### src/rtl/spi_master_shift_engine_pkg.sv
// Shared types and constants for the SPI master shift engine.
package spi_master_shift_engine_pkg;

    typedef enum logic [2:0] {
        IDLE,
        LEAD,
        SHIFT,
        TRAIL,
        DONE
    } state_e;

    typedef logic [1:0] spi_mode_t;

    // SelectMode is packed as {CPOL,CPHA}.
    localparam spi_mode_t MODE0 = 2'b00;
    localparam spi_mode_t MODE1 = 2'b01;
    localparam spi_mode_t MODE2 = 2'b10;
    localparam spi_mode_t MODE3 = 2'b11;

    localparam int CPOL_BIT = 1;
    localparam int CPHA_BIT = 0;

endpackage

### src/rtl/spi_master_shift_engine_if.sv
// Load/receive handshake plus SPI pad signals of the shift engine.
interface spi_master_shift_engine_if
    import spi_master_shift_engine_pkg::*;
#(
    parameter int Size = 16
);
    spi_mode_t       SelectMode;
    logic            LsbFirst;
    logic            Load_Valid;
    logic            Load_Ready;
    logic [Size-1:0] Load_Data;
    logic            SCLK;
    logic            CS_n;
    logic            MOSI;
    logic            MISO;
    logic            Rx_Valid;
    logic [Size-1:0] Rx_Data;
    logic            Busy;

    // Engine side.
    modport master (
        input  SelectMode, LsbFirst, Load_Valid, Load_Data, MISO,
        output Load_Ready, SCLK, CS_n, MOSI, Rx_Valid, Rx_Data, Busy
    );

    // Front-end and pad side.
    modport slave (
        output SelectMode, LsbFirst, Load_Valid, Load_Data, MISO,
        input  Load_Ready, SCLK, CS_n, MOSI, Rx_Valid, Rx_Data, Busy
    );

endinterface

### src/rtl/spi_master_shift_engine_clk_divider.sv
// Tick generator: o_tick is high on every ClkDiv-th cycle after the last clear.
module spi_clk_divider #(
    parameter int ClkDiv = 4
) (
    input  logic CLK,
    input  logic Reset_n,
    input  logic i_clear,
    output logic o_tick
);
    localparam int CW = (ClkDiv > 1) ? $clog2(ClkDiv) : 1;
    localparam logic [CW-1:0] LAST = CW'(ClkDiv - 1);

    logic [CW-1:0] r_cnt;

    // NOTE: sequential state uses non-blocking assignments so every flop samples pre-edge values.
    always_ff @(posedge CLK or negedge Reset_n) begin
        if (!Reset_n) begin
            r_cnt <= '0;
        end else if (i_clear || o_tick) begin
            r_cnt <= '0;
        end else begin
            r_cnt <= r_cnt + CW'(1);
        end
    end

    assign o_tick = (r_cnt == LAST);

endmodule

### src/rtl/spi_master_shift_engine.sv
// Full-duplex SPI master: serialises one Size-bit word per frame in any SPI mode,
// MSB- or LSB-first, and returns the word received on MISO with a one-cycle strobe.
module spi_master_shift_engine
    import spi_master_shift_engine_pkg::*;
#(
    parameter int Size   = 16,
    parameter int ClkDiv = 4
) (
    input logic                        CLK,
    input logic                        Reset_n,
    spi_master_shift_engine_if.master  bus
);
    localparam int CntW = $clog2(2 * Size);
    localparam logic [CntW-1:0] LAST_EDGE = CntW'(2 * Size - 1);

    state_e          r_state;
    state_e          w_next;
    logic            w_tick;
    logic            w_clear;
    logic            w_accept;
    logic            w_shift_tick;
    logic            w_leading;
    logic            w_sample;
    logic            w_advance;
    logic [CntW-1:0] r_edge;
    logic [Size-1:0] r_tx;
    logic [Size-1:0] r_rx;
    logic [Size-1:0] r_rx_data;
    logic            r_sclk;
    logic            r_cpha;
    logic            r_lsb;

    assign w_accept = (r_state == IDLE) && bus.Load_Valid;
    // Every state starts with a fresh divider period.
    assign w_clear  = (w_next != r_state);

    spi_clk_divider #(.ClkDiv(ClkDiv)) u_div (
        .CLK     (CLK),
        .Reset_n (Reset_n),
        .i_clear (w_clear),
        .o_tick  (w_tick)
    );

    always_ff @(posedge CLK or negedge Reset_n) begin
        if (!Reset_n) r_state <= IDLE;
        else          r_state <= w_next;
    end

    // NOTE: default assignment first so no path leaves w_next unassigned (no latch).
    always_comb begin
        w_next = r_state;
        case (r_state)
            IDLE:    if (w_accept) w_next = LEAD;
            LEAD:    if (w_tick) w_next = SHIFT;
            SHIFT:   if (w_tick && (r_edge == LAST_EDGE)) w_next = TRAIL;
            TRAIL:   if (w_tick) w_next = DONE;
            DONE:    w_next = IDLE;
            default: w_next = IDLE;
        endcase
    end

    always_comb begin
        bus.Load_Ready = (r_state == IDLE);
        bus.Busy       = (r_state != IDLE);
        bus.CS_n       = (r_state == IDLE) || (r_state == DONE);
        bus.Rx_Valid   = (r_state == DONE);
    end

    // Even edge index = leading SCLK edge; CPHA picks which parity samples and which shifts.
    assign w_shift_tick = (r_state == SHIFT) && w_tick;
    assign w_leading    = ~r_edge[0];
    assign w_sample     = w_shift_tick && (r_cpha ? !w_leading : w_leading);
    assign w_advance    = w_shift_tick && (r_cpha ? (w_leading && (r_edge != '0)) : !w_leading);

    always_ff @(posedge CLK or negedge Reset_n) begin
        if (!Reset_n) begin
            r_edge    <= '0;
            r_tx      <= '0;
            r_rx      <= '0;
            r_rx_data <= '0;
            r_sclk    <= 1'b0;
            r_cpha    <= 1'b0;
            r_lsb     <= 1'b0;
        end else begin
            if (r_state == IDLE) begin
                r_sclk <= bus.SelectMode[CPOL_BIT];
                r_edge <= '0;
                if (w_accept) begin
                    r_tx   <= bus.Load_Data;
                    r_cpha <= bus.SelectMode[CPHA_BIT];
                    r_lsb  <= bus.LsbFirst;
                    r_rx   <= '0;
                end
            end
            if (w_shift_tick) begin
                r_sclk <= ~r_sclk;
                r_edge <= r_edge + CntW'(1);
            end
            if (w_sample) begin
                r_rx <= r_lsb ? {bus.MISO, r_rx[Size-1:1]} : {r_rx[Size-2:0], bus.MISO};
            end
            if (w_advance) begin
                r_tx <= r_lsb ? (r_tx >> 1) : (r_tx << 1);
            end
            if ((r_state == TRAIL) && w_tick) begin
                r_rx_data <= r_rx;
            end
        end
    end

    assign bus.SCLK    = r_sclk;
    assign bus.MOSI    = r_lsb ? r_tx[0] : r_tx[Size-1];
    assign bus.Rx_Data = r_rx_data;

endmodule

### src/flat_wrapper.sv
// flat-port wrapper written by rule: the top's interface ports become plain ports
module spi_master_shift_engine_flat import spi_master_shift_engine_pkg::*;
#(
    parameter int Size   = 16,
    parameter int ClkDiv = 4
)
  (CLK, Reset_n, bus_SelectMode, bus_LsbFirst, bus_Load_Valid, bus_Load_Data, bus_MISO, bus_Load_Ready, bus_SCLK, bus_CS_n, bus_MOSI, bus_Rx_Valid, bus_Rx_Data, bus_Busy);
  spi_master_shift_engine_if #(.Size(Size)) bus_i ();
  input logic CLK;
  input logic Reset_n;
  input wire logic [$bits(bus_i.SelectMode)-1:0] bus_SelectMode;
  input wire logic [$bits(bus_i.LsbFirst)-1:0] bus_LsbFirst;
  input wire logic [$bits(bus_i.Load_Valid)-1:0] bus_Load_Valid;
  input wire logic [$bits(bus_i.Load_Data)-1:0] bus_Load_Data;
  input wire logic [$bits(bus_i.MISO)-1:0] bus_MISO;
  output wire logic [$bits(bus_i.Load_Ready)-1:0] bus_Load_Ready;
  output wire logic [$bits(bus_i.SCLK)-1:0] bus_SCLK;
  output wire logic [$bits(bus_i.CS_n)-1:0] bus_CS_n;
  output wire logic [$bits(bus_i.MOSI)-1:0] bus_MOSI;
  output wire logic [$bits(bus_i.Rx_Valid)-1:0] bus_Rx_Valid;
  output wire logic [$bits(bus_i.Rx_Data)-1:0] bus_Rx_Data;
  output wire logic [$bits(bus_i.Busy)-1:0] bus_Busy;
  assign bus_i.SelectMode = bus_SelectMode;
  assign bus_i.LsbFirst = bus_LsbFirst;
  assign bus_i.Load_Valid = bus_Load_Valid;
  assign bus_i.Load_Data = bus_Load_Data;
  assign bus_i.MISO = bus_MISO;
  assign bus_Load_Ready = bus_i.Load_Ready;
  assign bus_SCLK = bus_i.SCLK;
  assign bus_CS_n = bus_i.CS_n;
  assign bus_MOSI = bus_i.MOSI;
  assign bus_Rx_Valid = bus_i.Rx_Valid;
  assign bus_Rx_Data = bus_i.Rx_Data;
  assign bus_Busy = bus_i.Busy;
  spi_master_shift_engine #(.Size(Size), .ClkDiv(ClkDiv)) u_core (.CLK(CLK), .Reset_n(Reset_n), .bus(bus_i));
endmodule
### config.mk
export PLATFORM = sky130hd
export DESIGN_NAME = spi_master_shift_engine_flat
export DESIGN_NICKNAME = d
export VERILOG_FILES = /design/src/rtl/spi_master_shift_engine_pkg.sv /design/src/rtl/spi_master_shift_engine_if.sv /design/src/rtl/spi_master_shift_engine_clk_divider.sv /design/src/rtl/spi_master_shift_engine.sv /design/src/flat_wrapper.sv
export SDC_FILE = /design/constraint.sdc
export NUM_CORES = 1
export LEC_CHECK = 0
export BUFFER_PORTS_ARGS = -buffer_cell sky130_fd_sc_hd__buf_4
export CORE_MARGIN = 2
export CORE_UTILIZATION = 42
export DETAILED_ROUTE_END_ITERATION = 16
export MAX_ROUTING_LAYER = met4
export PLACE_DENSITY = 0.68
export SLEW_MARGIN = 20
export SYNTH_ARGS = -nofsm -noshare
export SYNTH_HDL_FRONTEND = slang
export SYNTH_SLANG_ARGS = --single-unit
### constraint.sdc
create_clock -name CLK -period 3.2 [get_ports CLK]
set_input_delay 0.32 -clock CLK [delete_from_list [all_inputs] [get_ports CLK]]
set_output_delay 0.32 -clock CLK [all_outputs]
set_load 0.1 [all_outputs]
==> results.md <==
- Sequential share of power: 0.535
- Largest net degree at the start of global routing: between 60 and 70
- Cell variety after synth: 38
- Setup Skew: 9.06 ps
- Crit path kind: reg2reg
- Initial antenna violation count: 0
- Power density over the cells: 429 mW/mm2
- Tcrit/Tclk final: 0.674
- Primary FF master, synth: dfrtp_1
- Fin crit period: 2160 ps
- Placed cells: between 300 and 400
- Layout Cells excl Fill: between 300 and 400
- Synth Cell Area: 0.00287 mm2
- Relative slew slack: 0.500
- Final Hold Viols: 0
- Max VDD drop: 214 uV
- # Max-Cap Violations: 0
- Initial Utilization: 0.429
- Cts repair resizes: 0
- CP max FO: 18
- Comb power frac: 0.035
- Drt pass-1 iters: 4
- CTS Root Cell: clkbuf_8
- WP data arrival: 2420 ps
- Die Footprint: 0.00750 mm2
- Sw Share: 0.209
- Sw Pwr: ~0.3 mW
- Drt first-iter violations: approximately 120
- Share of layout cells above drive strength 1: 0.237
- Max incr delay on CP: 610 ps
- CTS Buf Count: 9
- RSZ-0062 raised after global routing: no
- Post-synthesis sequential area ratio: 0.533
- H-tree depth: 3
- Critical Path Sink Type: flop
- Number of vias in the routed layout: 2043
- Fmax achieved: 464 MHz
- Mean Syn Cell Area: 11.3 um2
- Mean number of vias per cell: 5.39
- Dpl hpwl: 3720 um
- Total power after layout: 1.46 mW
- IO Count: 45
- Net Count, Synth: 280
- ANT nets after route: 0
- CP max stage cell: o311ai_4
- First-pass GRT wire length: 9520 um
- Buffers added on ports: 44
- Area delta synth->final: 18.8%
- Clock Sink Count: just over 60
- GRT Total Usage: 0.168
- Post-synth EDFFs: 0
- Setup WS pre-CTS: 1020 ps
- Leak Pwr: around 1.6 nW
- # hold bufs at CTS: 0
- Status: completed
- Final max-slew violation count: 0
- Number of global-route vias before repair: 1944
- Final Instance Area: 0.00340 mm2
- RePlAce Congestion: 0.767
- Die Span Y: 86.6 um
- Sum of negative setup slack: 0 ps
- Post-CTS setup buffer count: 0
- Syn. warnings: 0
- Async set-or-reset flop fraction in the synthesized netlist: 1.00
- Cell-internal power: 1.16 mW
- CP required: 3470 ps
- Worst setup margin: 1040 ps
- Layout Nets: 323
- Ant diodes: 0
- Final wirelength: 5660 um
- Die W: 86.6 um
- Final core utilization: 0.509
- Worst skew pair latency: 340 ps
- HP Class: in2async
- CP Launch Type: flop
- Clock buffer depth: 2
- Crit-path leading delay family: compound AO/OA/AOI/OAI gates
- Dpl cell area: roughly 0.0032 mm2
- WHS: ~54 ps
- Row cnt: 30
- Crit-path cells: inv_1, ha_1, nand2b_1, o311ai_4, nor2b_4, a221o_1
- Buf/Inv on CP: 1
- FF+latch count, synth: roughly 60
- Final setup vio count: 0
- Tightest Pin Transition: 750 ps
- CTS tree: done
- Final global-route overflow total: 0
- # DRC: 0
- Post-Syn Instances: 253
- Total core area: 0.00668 mm2
- Reg clk slew, reported paths: 70 ps
- Clock power share: 0.430
- Routed wire per std cell: 14.9 um
## cells by family (layout without fill, tap and decap cells)
kind of cell	after synthesis	count (layout)	share of synthesized area
compound gates	45	45	0.142
xor+xnor	3	3	0.00917
fa+ha+maj	4	4	0.0175
buf+inv	20	66	0.0397
flops	61	61	0.533
mux	35	35	0.124
simple gates	85	85	0.135
## sequential cells by signal, indices dropped and copies added, names as in the netlist
| signal | flops |
|---|---|
| u_core.bus.SCLK | 1 |
| u_core.r_cpha | 1 |
| u_core.u_div.r_cnt | 2 |
| u_core.r_lsb | 1 |
| u_core.r_tx | 16 |
| u_core.r_rx | 16 |
| u_core.bus.Rx_Data | 16 |
| u_core.r_edge | 5 |
| u_core.r_state | 3 |
## worst paths after layout
path / from / end / slack (ps) / cells after the start
max in group asynchronous: Reset_n / u_core.bus.Rx_Data[15] / 2650 / 1
max: u_core.r_edge[0] / u_core.r_tx[13] / 1040 / 6
min: Reset_n / u_core.r_tx[9] / 50 / 1
min reg2reg: u_core.u_div.r_cnt[0] / u_core.u_div.r_cnt[0] / 460 / 1
max reg2reg: u_core.r_edge[0] / u_core.r_tx[13] / 1040 / 6
min in group CLK: bus_Load_Valid / u_core.u_div.r_cnt[1] / 200 / 2
## cell type report
class | instances | area (um2)
clock buffers | 13 | 179
flip-flops and latches | 61 | 1530
repair buffers | 46 | 345
fillers | 623 | 3280
clock inverters | 1 | 5.00
well taps | 80 | 100
multi-input cells | 172 | 1220
inverters | 6 | 22.5
## power by group through the flow
stage                     Sequential [mW]  Combinational (mW)  Clock, mW
final                               0.782              0.0504      0.628
after global routing                0.782              0.0564      0.680
after CTS                           0.782              0.0522      0.650
after detailed placement            0.796              0.0517          0
after global placement              0.796              0.0517          0
after floorplan                     0.799             0.00768          0
## worst register-to-register path, delay by kind of cell, from the launching register on
family | cells | cell delay [ps]
AO/OA/AOI/OAI | 2 | 830
flip-flops | 1 | 460
adder cells (fa/ha/maj) | 1 | 140
AND/OR/NAND/NOR | 2 | 580
buffers and inverters | 1 | 90
## layer usage
metal | GRT usage | vias up | share of wire
li1 | - | 995 | -
met3 | 0.0419 | 9 | 0.045
met5 | - | - | 0
met4 | 0.0767 | 0 | 0.020
met2 | 0.236 | 42 | 0.46
met1 | 0.230 | 997 | 0.48
## cell usage after synthesis, types with 2 or more instances
cell       count  area, um2
a22o_1         2       17.5
nand2_1       51        191
a221o_1       15        150
o21ai_0        3       15.0
mux2_2         4       45.0
clkbuf_1       2       7.51
nor2_1        18       67.6
buf_2          7       35.0
dfrtp_1       61       1530
a21oi_1        3       15.0
mux2i_1       31        310
nor2b_4        2       27.5
ha_1           4       50.1
xnor2_1        2       17.5
o2bb2ai_1     16        140
a2111oi_0      2       17.5
buf_6          3       33.8
inv_1          5       18.8
buf_4          2       15.0
nand3_1        2       10.0
## cells in the final DEF, fill, tap and decap left out, types with 2 or more instances in the layout
cell       netlist  layout
o21ai_0          3       3
mux2_2           4       4
nor2b_4          2       2
a21oi_1          3       3
a22o_1           2       2
buf_4            2      46
inv_1            5       5
o2bb2ai_1       16      16
a221o_1         15      15
mux2i_1         31      31
ha_1             4       4
a2111oi_0        2       2
nor2_1          18      18
dfrtp_1         61      61
xnor2_1          2       2
clkbuf_8         0      13
nand3_1          2       2
nand2_1         51      51
No activity file was read; power rests on OpenSTA's default activity.
